## config.mk

```make
export PLATFORM = sky130hd
export DESIGN_NAME = updn_counter_mod
export DESIGN_NICKNAME = d
export VERILOG_FILES = /design/src/rtl/updn_counter_mod.sv
export SDC_FILE = /design/constraint.sdc
export NUM_CORES = 1
export LEC_CHECK = 0
export BUFFER_PORTS_ARGS = -buffer_cell sky130_fd_sc_hd__clkbuf_2
export CAP_MARGIN = 40
export CORE_AREA = 2 2 39 41
export DETAILED_ROUTE_END_ITERATION = 10
export DIE_AREA = 0 0 41 43
export PLACE_DENSITY = 0.8
export SYNTH_ARGS = -nofsm -noshare
export SYNTH_HDL_FRONTEND = slang
export SYNTH_SLANG_ARGS = --single-unit
```

## constraint.sdc

```tcl
create_clock -name CLK -period 4.1 [get_ports CLK]
set_clock_uncertainty 0.1 [all_clocks]
set_input_delay 0.82 -clock CLK [delete_from_list [all_inputs] [get_ports CLK]]
set_output_delay 0.82 -clock CLK [all_outputs]
set_load 0.1 [all_outputs]
```

## src/rtl/updn_counter_mod.sv

```systemverilog
// Modulo-MODULUS up/down counter with clear, clamped load, compare flag and cascade terminal count.
// Define UPDN_COUNTER_SATURATE_EN to hold at the range ends instead of wrapping (CO then never fires).
module updn_counter_mod #(
   parameter int WIDTH   = 4,
   parameter int MODULUS = 16
) (
   input  logic             CLK,
   input  logic             MR_N,
   input  logic             CLR,
   input  logic             LOAD,
   input  logic             EN,
   input  logic             UPDN,
   input  logic [WIDTH-1:0] D,
   input  logic [WIDTH-1:0] CMP,
   output logic [WIDTH-1:0] Q,
   output logic             CO,
   output logic             TC,
   output logic             MATCH
);

   localparam logic [WIDTH-1:0] MAX_VAL = WIDTH'(MODULUS - 1);
   localparam logic [WIDTH-1:0] ONE     = WIDTH'(1);

`ifdef UPDN_COUNTER_SATURATE_EN
   localparam bit SATURATE = 1'b1;
`else
   localparam bit SATURATE = 1'b0;
`endif

   logic [WIDTH-1:0] r_q;
   logic             r_co;
   logic             r_match;
   logic [WIDTH-1:0] w_q_nxt;
   logic             w_wrap;
   logic             w_at_max;
   logic             w_at_zero;

   assign w_at_max  = (r_q == MAX_VAL);
   assign w_at_zero = (r_q == '0);

   always_comb begin
      // NOTE: defaults first so every path assigns both signals; a missing branch would infer a latch.
      w_q_nxt = r_q;
      w_wrap  = 1'b0;
      if (CLR) begin
         w_q_nxt = '0;
      end else if (LOAD) begin
         // Out-of-range load data clamps; never true when MODULUS fills the register.
         w_q_nxt = (D > MAX_VAL) ? MAX_VAL : D;
      end else if (EN) begin
         if (UPDN) begin
            if (w_at_max) begin
               w_q_nxt = SATURATE ? MAX_VAL : '0;
               w_wrap  = ~SATURATE;
            end else begin
               w_q_nxt = r_q + ONE;
            end
         end else begin
            if (w_at_zero) begin
               w_q_nxt = SATURATE ? '0 : MAX_VAL;
               w_wrap  = ~SATURATE;
            end else begin
               w_q_nxt = r_q - ONE;
            end
         end
      end
   end

   always_ff @(posedge CLK or negedge MR_N) begin
      // NOTE: non-blocking assignments so every register samples pre-edge values.
      if (!MR_N) begin
         r_q     <= '0;
         r_co    <= 1'b0;
         r_match <= 1'b0;
      end else begin
         r_q     <= w_q_nxt;
         r_co    <= w_wrap;
         r_match <= (w_q_nxt == CMP);
      end
   end

   assign Q     = r_q;
   assign CO    = r_co;
   assign MATCH = r_match;
   // Terminal count stays combinational so cascaded stages see it in the same cycle.
   assign TC    = EN & (UPDN ? w_at_max : w_at_zero);

endmodule

```

==> results.yml <==
timing:
  finalHoldViolCount: 0
  drv_slew: 0
  rsz0062_at_grt: "false"
  worst_slew_pin_slew_ns: 0.538
  fmax_mhz: 346
  final.setup.worst_slack_ns: 1.21
  relSlewSlack_pct: 64.3
  fin_crit_ns: 2.89
  period_share_pct: 70.5
  setup_viol: 0
  fin_setup_tns_ns: 0
clock_network:
  clkLatencyLatePin_ns: 0.24
  cts_tree: "built"
  ctsResizeCount: 0
  clockBufferDepth: 2
  post_cts_buffers: 0
  cts.sinks: 6
  cts_root_buffer: "clkbuf_4"
  cts_buffers: 3
  postCtsHoldBufs: 0
  path_clk_slew_ns: 0.04
  htreeDepth: 1
synthesis:
  synthSimpleGateAreaFrac_pct: 25.3
  ys_ff_latch: 6
  synth_area_um2: 584
  synth-xor-area-share_pct: 4.50
  synthMuxAreaShare_pct: 0
  synth_top_family_by_area: "compound AO/OA/AOI/OAI gates"
  synth-warning-count: 0
  synth_ff_type: "dfrtp_1"
  synth-compound-area-share_pct: 30.0
  async_reset_ff_share_pct: 100
  ys_seq_area_share_pct: 25.7
  syn_avg_cell_area_um2: 8.23
  synth_edf_count: 0
  ys_types: 37
  syn_nets: 88
  syn_inst: 71
  synth_fa_ha_area_share_pct: 6.42
pwr:
  p_total_w: 0.000218
  total_leakage_power_nw: 0.345
  ir_drop_mv: 0.176
  p_per_area_mw_per_mm2: 312
die:
  fp.dieH_um: 43
  dieArea_mm2: 0.00176
  rows: 14
  core_area_mm2: 0.00138
  initial_utilization_pct: 42.2
  die_width_um: 41
  io_pins: 21
global_routing:
  antenna_found_initial: 0
  grt.overflow.total: 0
  grt_pass1_wl_um: 2040
  grt_pass1_vias: 505
  grt_use_total_pct: 17.0
  grt_max_degree: 14
setup_path:
  timing.rr.start: "Q[0]"
  end_kind: "primary output"
  r2r_end: "MATCH"
  crit_path_start_kind: "flop"
  cp_slowest_cell: "dfrtp_1"
  crit_chain: "inv_1, ha_1, nand2b_1, o32ai_1, and2_1, clkbuf_2"
  critPathKind: "reg2out"
  cp_max_fo: 8
  slowest_delay_ns: 0.47
  arrival_ns: 1.97
  reg2reg_slack_ns: 1.76
  cp.required_ns: 3.18
  r2r_cells: 7
place:
  dp.cells: 102
  hpwlAfterDp_um: 978
  pre_cts_slack_ns: 1.28
  place_congestion: 0.830
  numPortBuffers: 20
drt:
  drt-initial-drc-count: 19
  drt.antenna.violating_nets: 0
  wire_per_inst_um: 11.5
  wl_um: 1210
  post-route-drc-count: 0
  routed_via_density: 5.34
  dr.pass1.iters: 4
  vias: 561
outcome:
  outcome: "finished, final reports clean"
layout:
  multiInputGateArea_um2: 387
  antennaDiodeCount: 0
  final_core_util_pct: 50.5
  fill_cells: 147
  nets: 108
  regArea_um2: 150
  area_growth_pct: 19.5
  fin_cells: 105
  layout-drive-gt1-share_pct: 29.2
job:
  max_cap_viol_count: 0
min_path:
  hp-class: "in2async"
where the power goes:
group / total [W] / internal [W] / switching, W
Clock: 0.0000520 / 0.0000330 / 0.0000191
Combinational: 0.0000939 / 0.0000289 / 0.0000650
Sequential: 0.0000717 / 0.0000637 / 0.00000806
area by class of cell:
class / count / share of cell area (%)
clock buffer: 3 / 3.23
inverter: 5 / 2.69
multi-input combinational: 55 / 55.4
sequential: 6 / 21.5
tap: 16 / 2.87
timing repair buffer: 20 / 14.3
worst max-delay path by stage:
| stage | startpoint | end | slack, ns | cells after the start |
|---|---|---|---|---|
| after CTS | Q[0] | TC | 1.19 | 6 |
| after floorplan | Q[0] | TC | 0.88 | 4 |
| final | Q[0] | TC | 1.21 | 6 |
| after detailed placement | UPDN | TC | 1.28 | 4 |
| after global placement | UPDN | TC | 1.30 | 4 |
| after global routing | Q[1] | TC | 1.05 | 6 |
cell usage after synthesis (all sizes together), types with 2 or more instances:
library cell | instances | area (um^2)
a21oi | 3 | 15.0
xnor2 | 2 | 17.5
nor2b | 4 | 25.0
o31ai | 2 | 15.0
dfrtp | 6 | 150
buf | 3 | 21.3
nand3 | 2 | 10.0
clkbuf | 2 | 7.51
o21ai | 3 | 15.0
nor2 | 6 | 22.5
nand2 | 3 | 11.3
ha | 3 | 37.5
inv | 5 | 18.8
and3 | 3 | 23.8
a211o | 2 | 17.5
nand2b | 2 | 12.5
o41ai | 2 | 17.5
registers in the layout, summed over array words and instances, names as in the netlist:
| register | count |
|---|---|
| MATCH | 1 |
| Q | 4 |
| CO | 1 |
routing by layer:
| metal | vias to the layer above | global-route usage, % | routed length, um |
|---|---|---|---|
| met2 | 16 | 25.0 | 566 |
| met5 | - | 0 | 0 |
| met1 | 253 | 23.0 | 586 |
| met3 | 0 | 4.71 | 60 |
| met4 | 0 | 6.00 | 0 |
| li1 | 292 | - | - |
stage by stage:
stage               hold WS, ns  cell area [um^2]
global route              0.290               698
finish                    0.296               698
global placement          0.545               676
detailed placement        0.548               676
CTS                       0.291               698
floorplan                 0.424               584
layout by cell type, fill, tap and decap left out, drive strengths merged:
cell type  Yosys  layout
or3            1       1
a21oi          3       3
nand3          2       2
clkbuf         2      23
dfrtp          6       6
a21o           1       1
or4bb          1       1
o2111ai        1       1
and2           1       1
o21ai          3       3
nor2           6       6
nand2b         2       2
a211o          2       2
o41ai          2       2
ha             3       3
o31ai          2       2
xor2           1       1
o32ai          1       1
a2111oi        1       1
a21boi         1       1
a211oi         1       1
o21bai         1       1
and3           3       3
nor2b          4       4
a221oi         1       1
or2            1       1
nor3           1       1
xnor2          2       2
o21a           1       1
nand3b         1       1
nand2          3       3
a22oi          1       1
o31a           1       1
inv            5       5
critical path: cells and delay by family (launching register included):
kind                     cells  cell delay [ns]
AO/OA/AOI/OAI                1             0.26
buffers and inverters        2             0.57
flip-flops                   1             0.47
adder cells (fa/ha/maj)      1             0.17
AND/OR/NAND/NOR              2             0.25
cell families after synthesis:
group	count (synthesis)
DFF	6
and+or+nand+nor	26
AOI/OAI and AO/OA	23
adders and majority gates	3
buffers and inverters	10
xor gates and xnor gates	3
(Power assumes the default switching activity.)
